### config.mk
export PLATFORM = sky130hd
export DESIGN_NAME = fetch_stage_flat
export DESIGN_NICKNAME = d
export VERILOG_FILES = /design/src/rtl/fetch_stage_pkg.sv /design/src/rtl/fetch_stage_if.sv /design/src/rtl/fetch_stage_pipe_reg.sv /design/src/rtl/fetch_stage.sv /design/src/flat_wrapper.sv
export SDC_FILE = /design/constraint.sdc
export NUM_CORES = 1
export LEC_CHECK = 0
export CELL_PAD_IN_SITES_DETAIL_PLACEMENT = 1
export CELL_PAD_IN_SITES_GLOBAL_PLACEMENT = 2
export CORE_AREA = 4 4 174 176
export CTS_CLUSTER_DIAMETER = 30
export DETAILED_ROUTE_END_ITERATION = 8
export DIE_AREA = 0 0 178 180
export PLACE_DENSITY = 0.79
export SLEW_MARGIN = 30
export SYNTH_ARGS = -nofsm -noshare
export SYNTH_HDL_FRONTEND = slang
export SYNTH_HIERARCHICAL = 1
export SYNTH_SLANG_ARGS = --single-unit
export TNS_END_PERCENT = 100
### constraint.sdc
create_clock -name clk -period 3.4 [get_ports clk]
set_clock_uncertainty 0.2 [all_clocks]
set_input_delay 0.85 -clock clk [delete_from_list [all_inputs] [get_ports clk]]
set_output_delay 0.85 -clock clk [all_outputs]
set_load 0.02 [all_outputs]
### src/rtl/fetch_stage_pkg.sv
// Shared types for the fetch stage slice:
// fetch FSM encoding and the NOP word.
package cpu_pkg;

   typedef enum logic [1:0] {
      BOOT,
      FETCH,
      HOLD,
      DRAIN
   } fetch_state_t;

   localparam logic [31:0] INSTR_NOP = 32'h0000_0000;

endpackage

### src/rtl/fetch_stage_if.sv
// Instruction memory req/valid port.
// At most one request outstanding.
interface fetch_stage_if #(
   parameter int DATA_W = 32
);

   logic              imem_req;
   logic [DATA_W-1:0] imem_addr;
   logic [DATA_W-1:0] imem_rdata;
   logic              imem_valid;

   modport master (
      output imem_req,
      output imem_addr,
      input  imem_rdata,
      input  imem_valid
   );

   modport slave (
      input  imem_req,
      input  imem_addr,
      output imem_rdata,
      output imem_valid
   );

endinterface

### src/rtl/fetch_stage_pipe_reg.sv
// Generic pipeline register with load enable,
// flush and synchronous active-low reset.
module pipe_reg #(
   parameter int WIDTH = 1
) (
   input  logic             clk,
   input  logic             rst_n,
   input  logic             en,
   input  logic             clr,
   input  logic [WIDTH-1:0] d,
   output logic [WIDTH-1:0] q
);

   always_ff @(posedge clk) begin
      if (!rst_n) begin
         q <= '0;
      end else if (clr) begin
         q <= '0;
      end else if (en) begin
         q <= d;
      end
   end

endmodule

### src/rtl/fetch_stage.sv
// IF stage: PC, variable-latency imem fetch,
// skid buffer for stalls, and the IF/ID register.
module fetch_stage
   import cpu_pkg::*;
#(
   parameter logic [31:0] RESET_PC = 32'h0000_0000,
   parameter int          DATA_W   = 32
) (
   input  logic              clk,
   input  logic              rst_n,
   input  logic              PCWrite,
   input  logic              IF_ID_Write,
   input  logic              branch_taken,
   input  logic [DATA_W-1:0] branch_target,
   input  logic              jump,
   input  logic [DATA_W-1:0] jump_target,
   fetch_stage_if.master     imem,
   output logic [DATA_W-1:0] IF_ID_instr,
   output logic [DATA_W-1:0] IF_ID_pcPlus4,
   output logic              IF_ID_valid
);

   localparam int IFID_W = 2 * DATA_W + 1;

   fetch_state_t      state;
   logic [DATA_W-1:0] pc;
   logic [DATA_W-1:0] skid;
   logic [DATA_W-1:0] old_addr;

   logic              advance;
   logic              redirect;
   logic [DATA_W-1:0] tgt_raw;
   logic [DATA_W-1:0] tgt;
   logic [DATA_W-1:0] pc_inc;

   logic              ifid_en;
   logic              ifid_clr;
   logic [IFID_W-1:0] ifid_d;
   logic [IFID_W-1:0] ifid_q;

   assign advance  = PCWrite & IF_ID_Write;
   assign redirect = branch_taken | jump;
   // the branch is the older instruction, so it wins
   assign tgt_raw  = branch_taken ? branch_target
                                  : jump_target;
   assign tgt      = {tgt_raw[DATA_W-1:2], 2'b00};
   assign pc_inc   = pc + DATA_W'(4);

   assign imem.imem_req  = (state == FETCH) ||
                           (state == DRAIN);
   assign imem.imem_addr = (state == DRAIN) ? old_addr
                                            : pc;

   always_comb begin
      ifid_en  = 1'b0;
      ifid_clr = 1'b0;
      ifid_d   = {imem.imem_rdata, pc_inc, 1'b1};
      unique case (state)
         BOOT: begin
            ifid_clr = redirect;
         end
         FETCH: begin
            if (redirect) begin
               ifid_clr = 1'b1;
            end else if (imem.imem_valid) begin
               ifid_en = advance;
            end else begin
               ifid_clr = advance;
            end
         end
         HOLD: begin
            ifid_d = {skid, pc_inc, 1'b1};
            if (redirect) begin
               ifid_clr = 1'b1;
            end else begin
               ifid_en = advance;
            end
         end
         DRAIN: begin
            ifid_clr = 1'b1;
         end
         default: begin
            ifid_clr = 1'b1;
         end
      endcase
   end

   always_ff @(posedge clk) begin
      if (!rst_n) begin
         state    <= BOOT;
         pc       <= RESET_PC;
         skid     <= DATA_W'(INSTR_NOP);
         old_addr <= RESET_PC;
      end else begin
         unique case (state)
            BOOT: begin
               state <= FETCH;
               if (redirect) pc <= tgt;
            end
            FETCH: begin
               if (redirect) begin
                  pc <= tgt;
                  // request still in flight: retire it first
                  if (!imem.imem_valid) begin
                     state    <= DRAIN;
                     old_addr <= pc;
                  end
               end else if (imem.imem_valid) begin
                  if (advance) begin
                     pc <= pc_inc;
                  end else begin
                     skid  <= imem.imem_rdata;
                     state <= HOLD;
                  end
               end
            end
            HOLD: begin
               if (redirect) begin
                  pc    <= tgt;
                  state <= FETCH;
               end else if (advance) begin
                  pc    <= pc_inc;
                  state <= FETCH;
               end
            end
            DRAIN: begin
               if (redirect) pc <= tgt;
               if (imem.imem_valid) state <= FETCH;
            end
            default: begin
               state <= BOOT;
            end
         endcase
      end
   end

   pipe_reg #(
      .WIDTH (IFID_W)
   ) u_if_id (
      .clk   (clk),
      .rst_n (rst_n),
      .en    (ifid_en),
      .clr   (ifid_clr),
      .d     (ifid_d),
      .q     (ifid_q)
   );

   assign IF_ID_instr   = ifid_q[IFID_W-1 -: DATA_W];
   assign IF_ID_pcPlus4 = ifid_q[DATA_W -: DATA_W];
   assign IF_ID_valid   = ifid_q[0];

   a_valid_needs_req: assert property (
      @(posedge clk) disable iff (!rst_n)
      imem.imem_valid |-> imem.imem_req
   );

endmodule

### src/flat_wrapper.sv
// flat-port wrapper written by rule: the top's interface ports become plain ports
module fetch_stage_flat import cpu_pkg::*;
#(
   parameter logic [31:0] RESET_PC = 32'h0000_0000,
   parameter int          DATA_W   = 32
)
  (clk, rst_n, PCWrite, IF_ID_Write, branch_taken, branch_target, jump, jump_target, IF_ID_instr, IF_ID_pcPlus4, IF_ID_valid, imem_imem_req, imem_imem_addr, imem_imem_rdata, imem_imem_valid);
  fetch_stage_if #(.DATA_W(DATA_W)) imem_i ();
  input  logic clk;
  input  logic rst_n;
  input  logic PCWrite;
  input  logic IF_ID_Write;
  input  logic branch_taken;
  input  logic [DATA_W-1:0] branch_target;
  input  logic jump;
  input  logic [DATA_W-1:0] jump_target;
  output logic [DATA_W-1:0] IF_ID_instr;
  output logic [DATA_W-1:0] IF_ID_pcPlus4;
  output logic IF_ID_valid;
  output wire logic [$bits(imem_i.imem_req)-1:0] imem_imem_req;
  output wire logic [$bits(imem_i.imem_addr)-1:0] imem_imem_addr;
  input wire logic [$bits(imem_i.imem_rdata)-1:0] imem_imem_rdata;
  input wire logic [$bits(imem_i.imem_valid)-1:0] imem_imem_valid;
  assign imem_imem_req = imem_i.imem_req;
  assign imem_imem_addr = imem_i.imem_addr;
  assign imem_i.imem_rdata = imem_imem_rdata;
  assign imem_i.imem_valid = imem_imem_valid;
  fetch_stage #(.RESET_PC(RESET_PC), .DATA_W(DATA_W)) u_core (.clk(clk), .rst_n(rst_n), .PCWrite(PCWrite), .IF_ID_Write(IF_ID_Write), .branch_taken(branch_taken), .branch_target(branch_target), .jump(jump), .jump_target(jump_target), .imem(imem_i), .IF_ID_instr(IF_ID_instr), .IF_ID_pcPlus4(IF_ID_pcPlus4), .IF_ID_valid(IF_ID_valid));
endmodule
Word level (Yosys, flattened, before mapping)
Index checks and enable logic that the tools add are counted.
{"block": "totals", "input_bits": 103, "reg_bits": 163, "elab_cells": 54, "out_inout_bits": 98}
{"block": "op_classes", "addsub": 1, "reduce_logical": 8, "bitwise": 6, "mux": 25, "n_eq_ne": 9}
{"operator": "32-bit 2-to-1 mux", "n": 7}
{"operator": "32-bit one-hot mux with 3 select lines", "n": 1}
{"operator": "65-bit 2-to-1 mux", "n": 1}
{"operator": "32-bit by 3-bit adder with 32-bit output (second input constant)", "n": 1}
{"operator": "2-bit 2-to-1 mux", "n": 7}
{"operator": "2-bit one-hot mux with 4 select lines", "n": 1}
{"operator": "1-bit 2-to-1 mux", "n": 6}
{"operator": "3-bit != test (second input constant)", "n": 2}
{"operator": "5-bit AND reduction", "n": 1}
{"operator": "2-bit == test (second input constant)", "n": 2}
{"operator": "1-bit inverter", "n": 4}
{"operator": "1-bit one-hot mux with 4 select lines", "n": 1}
{"operator": "4-bit AND reduction", "n": 1}
{"operator": "2-bit OR reduction", "n": 2}
{"operator": "3-bit by 1-bit != test with 1-bit output (second input constant)", "n": 1}
{"operator": "3-bit by 2-bit != test with 1-bit output (second input constant)", "n": 1}
{"operator": "3-bit AND reduction", "n": 1}
{"operator": "2-bit by 1-bit == test with 1-bit output (second input constant)", "n": 1}
{"operator": "2-bit zero test", "n": 1}
{"operator": "2-bit by 1-bit != test with 1-bit output (second input constant)", "n": 1}
{"operator": "2-bit != test (second input constant)", "n": 1}
{"operator": "1-bit one-hot mux with 2 select lines", "n": 1}
{"operator": "2-bit AND reduction", "n": 1}
{"operator": "1-bit AND", "n": 1}
{"operator": "2 further kinds", "n": 2}

Logic depth before layout (Yosys ltp)
{"block": "logic_depth", "depth_word": 5, "ltp_mapped": 10, "mapped_depth_nobuf": 8}

By module
The synthesis kept the hierarchy.
{"module": "fetch_stage", "seq_area_each_um2": 1881.8, "cells_each": 728, "area_each_um2": 5843.1, "instances": 1}
{"module": "pipe_reg", "seq_area_each_um2": 1301.2, "cells_each": 210, "area_each_um2": 2354.8, "instances": 1}

Worst setup path after synthesis
Ideal clock, no wire load.
{"block": "synth_path", "path_kind": "in2reg", "startpoint": "in jump", "endpoint": "reg u_core.u_if_id.q[32]", "t_arrival_ps": 2518, "setup_time_ps": 117, "path_stages": 9, "t_required_ps": 3083, "path_buffers": 5, "path_slack_ps": 565, "path_cell_list": "buf_2 > or3_1 > buf_2 > clkbuf_1 > nor3_1 > buf_6 > buf_12 > mux2i_1 > nor2_1"}
{"block": "synth_between", "elab_cells_between_ends": 8, "classes_between": "6 x mux; 1 x bitwise; 1 x reduce/logical"}
{"element": "start, declared", "line": "flat_wrapper.sv:15", "text": "input logic jump;"}
{"element": "1-bit bitwise OR (*)", "line": "fetch_stage.sv:42", "text": "assign redirect = branch_taken | jump;"}
{"element": "1-bit 2-to-1 mux (on tied branches)", "line": "fetch_stage.sv:73, fetch_stage.sv:63"}
{"element": "1-bit one-hot mux with 2 select lines (*)", "line": "fetch_stage.sv:58", "text": "unique case (state)"}
{"element": "named net u_core.ifid_en", "line": "fetch_stage.sv:36", "text": "logic ifid_en;"}
{"element": "end signal, assigned", "line": "fetch_stage_pipe_reg.sv:16", "text": "q <= '0;"}
{"element": "end signal, assigned", "line": "fetch_stage_pipe_reg.sv:18", "text": "q <= '0;"}
{"element": "end signal, assigned", "line": "fetch_stage_pipe_reg.sv:20", "text": "q <= d;"}
{"element": "end, declared", "line": "fetch_stage_pipe_reg.sv:11", "text": "output logic [WIDTH-1:0] q"}
Mark *: on every way through the listed nets, which the timed path passes. The rest lies on a longest branch.
A chain may end at the register's enable or synchronous reset.

Final worst setup path
{"block": "layout_path", "startpoint": "reg u_core.state[1]", "endpoint": "out imem_imem_addr[16]"}
{"block": "layout_between", "elab_chain_len": 2}
{"element": "start, declared", "line": "fetch_stage.sv:25", "text": "fetch_state_t state;"}
{"element": "start signal, assigned", "line": "fetch_stage.sv:90", "text": "state <= BOOT;"}
{"element": "start signal, assigned", "line": "fetch_stage.sv:97", "text": "state <= FETCH;"}
{"element": "start signal, assigned", "line": "fetch_stage.sv:105", "text": "state <= DRAIN;"}
{"element": "2-bit == test", "line": "fetch_stage.sv:51", "text": "assign imem.imem_addr = (state == DRAIN) ? old_addr"}
{"element": "32-bit 2-to-1 mux", "line": "fetch_stage.sv:51"}
{"element": "end, declared", "line": "flat_wrapper.sv:21", "text": "output wire logic [$bits(imem_i.imem_addr)-1:0] imem_imem_addr;"}
No other way between the ends.

==> reports/metrics.csv <==
stage;metric;value;unit
status;status;complete, no violations;
floorplanning;io_pins;201;
sta;max_freq;306.5;MHz
sta;drv_slew;0;
synth;ys.flop_type;dfxtp_1;
sta;max_slew_margin;0.5925;
place;place_hpwl;20140;um
global_routing;grt_pass1_wl;43440;um
synth;ys_async_sr_fraction;0;
synth;yosysTopAreaCell;dfxtp_1;
synth;yosysWarningCount;6;
synth;seq_area_frac_synth;0.3883;
cts;cts_sinks;159;
cts;cts_buffers;17;
detailed_routing;vias_per_cell;4.846;
global_routing;grt_max_degree;46;
detailed_routing;route.met2.wl;13480;um
floorplanning;initial_core_util;0.2864;
synth;synth_area;8198;um2
synth;synth_top_area_frac;0.3883;
critical_path;regToRegSetupSlack;0.60;ns
cts;root_buffer;clkbuf_16;
power;p_leak;3.750;nW
floorplanning;dieHeight;180;um
global_routing;grt_use_total;0.1714;
sta;final-hold-violation-count;0;
cts;cts_tree;yes;
sta;fin_crit_sh;0.9596;
cts;htree_levels;4;
global_routing;antenna_found_initial;3;
floorplanning;dieArea;32040;um2
sta;rsz0062_at_grt;no;
detailed_routing;top_layer_used;met5;
flow_run;maxCapViolations;0;
detailed_routing;m1WireLength;12260;um
min_path;min_path_type;flip-flop to flip-flop;
sta;worst_pin_slew;0.6036;ns
critical_path;critPathMaxFanout;26;
power;peakVddDrop;0.2640;mV
synth;synth_area_leaders;dfxtp_1 (39%), mux2i_1 (8.4%), mux2_2 (7.8%);
detailed_routing;ant_nets;0;
floorplanning;die_w;178;um
detailed_routing;wl_per_cell;18.64;um
synth;synthCells;938;
detailed_routing;vias;7313;
synth;synth_area_per_cell;8.740;um2
sta;setup_viol;0;
critical_path;arrival;2.21;ns
cts;clock_path_buffers;2;
cells_and_area;layout-drive-gt1-share;0.1388;
synth;synth_edf_count;0;
cells_and_area;fin_util;0.3857;
place;portBuffers;194;
place;place_congestion;0.8111;
power;power.density;430.3;nW/um2
floorplanning;core;28630;um2
global_routing;gr-total-overflow;0;
cells_and_area;layout_commonest_cell;clkdlybuf4s50_1;
cells_and_area;syn_to_final_growth;34.68;%
cts;clk_latency;0.42;ns
critical_path;startpoint_type;flip-flop;
critical_path;critPathKind;flip-flop to primary output;
critical_path;cp-end-kind;primary output;
detailed_routing;met3_length;1989;um
cts;clkTransAtPathRegs;0.07;ns
detailed_routing;dr.pass1.iters;5;
floorplanning;num_rows;62;
cells_and_area;nets;1218;
critical_path;critPathRequiredTime;2.35;ns
sta;min_period;3.262;ns
synth;yosys_register_bits;159;
synth;yosysUniqueCellTypes;67;
detailed_routing;drc_errors;0;
cells_and_area;layout_common_cells;clkdlybuf4s50_1 (192), nand2_1 (167), dfxtp_1 (159);
detailed_routing;wl;28120;um
global_routing;grt_pass1_vias;7550;
sta;fin_tns_setup;0;ns
detailed_routing;first_iter_violations;302;
cells_and_area;nFillCells;3306;
[cell type report]
class	instances	area, um2	share of cell area
flip-flops and latches	159	3183	0.2883
diodes	1	2.502	0.0002267
inverters	11	41.29	0.003740
multi-input cells	687	4468	0.4047
clock buffers	17	425.4	0.03853
clock inverters	15	122.6	0.01111
repair buffers	235	2317	0.2099
well taps	384	480.5	0.04352
[per-layer routing]
metal,up-vias,GRT usage
li1,3584,-
met1,3506,0.2120
met2,195,0.2900
met3,24,0.05315
met4,4,0.04177
met5,-,0
[critical path: stages (launching register included)]
cell	delay, ns
dfxtp_1	0.39
ha_2	0.23
buf_8	0.23
mux2_2	0.38
clkdlybuf4s50_1	0.57
[what timing repair did]
item,in CTS,in global routing
gates resized for setup,1,2
hold buffers,0,0
buffers inserted,0,0
hold endpoints to repair,0,0
endpoints found under the setup margin,5,7
[cells by family (layout without fill, tap and decap cells)]
logic type                 count (synthesis)  after routing  synth area share
xor gates and xnor gates                  27             27           0.02885
and+or+nand+nor                          343            343            0.1850
muxes                                    126            126            0.1625
DFF                                      159            159            0.3883
adders and majority gates                  4              4          0.006105
AOI/OAI and AO/OA                        182            182            0.1578
other                                      2              6         0.0009161
buffers and inverters                     95            278           0.07051
[final timing paths]
path	startpoint	end	cells after the start
hold / removal	u_core/old_addr[19]	u_core/old_addr[19]	2
hold reg to reg	u_core/old_addr[19]	u_core/old_addr[19]	2
setup / recovery	u_core/state[1]	imem_imem_addr[16]	4
setup reg to reg	u_core/state[0]	u_core/pc[18]	7
[stage by stage]
step                      hold slack (ns)  setup slack [ns]  area, um2  total power, mW  std cells
final                              0.2617            0.1375      11040            4.751       1509
after CTS                          0.2655           0.06341      11030            4.837       1508
after global placement             0.2453            0.1526      10480            2.952       1476
after detailed placement           0.2558            0.1574      10480            2.962       1476
after global routing               0.2795          0.002795      11040            4.976       1509
after floorplan                    0.2400            0.5648       8209            2.557        941
[cells in the mapped netlist, types with 5 or more instances]
cell type    n
and4_1       5
and3_1       9
or2_2        6
nand3_1     11
mux2_2      57
a21oi_1     23
nor3_1      13
nor2_1      93
nand2b_1    11
xnor2_1     16
dfxtp_1    159
xor2_1      11
buf_2       16
buf_12       5
clkbuf_1    48
a21boi_0    66
nand4_1      6
a211oi_1     6
mux2i_1     69
o31ai_1      6
inv_1       11
o221ai_1    10
buf_4        5
o21ai_0     32
nand2_1    167
a31oi_1      5
[registers in the layout, summed over array words and instances (netlist names)]
name,cells
u_core/state,2
u_core/u_if_id/q,65
u_core/skid,32
u_core/pc,30
u_core/old_addr,30
[power breakdown]
part	internal, mW	switching, mW
registers	1.92	0.0817
clock network	0.957	0.880
logic	0.438	0.470
Power figures use the tool's default switching activity.
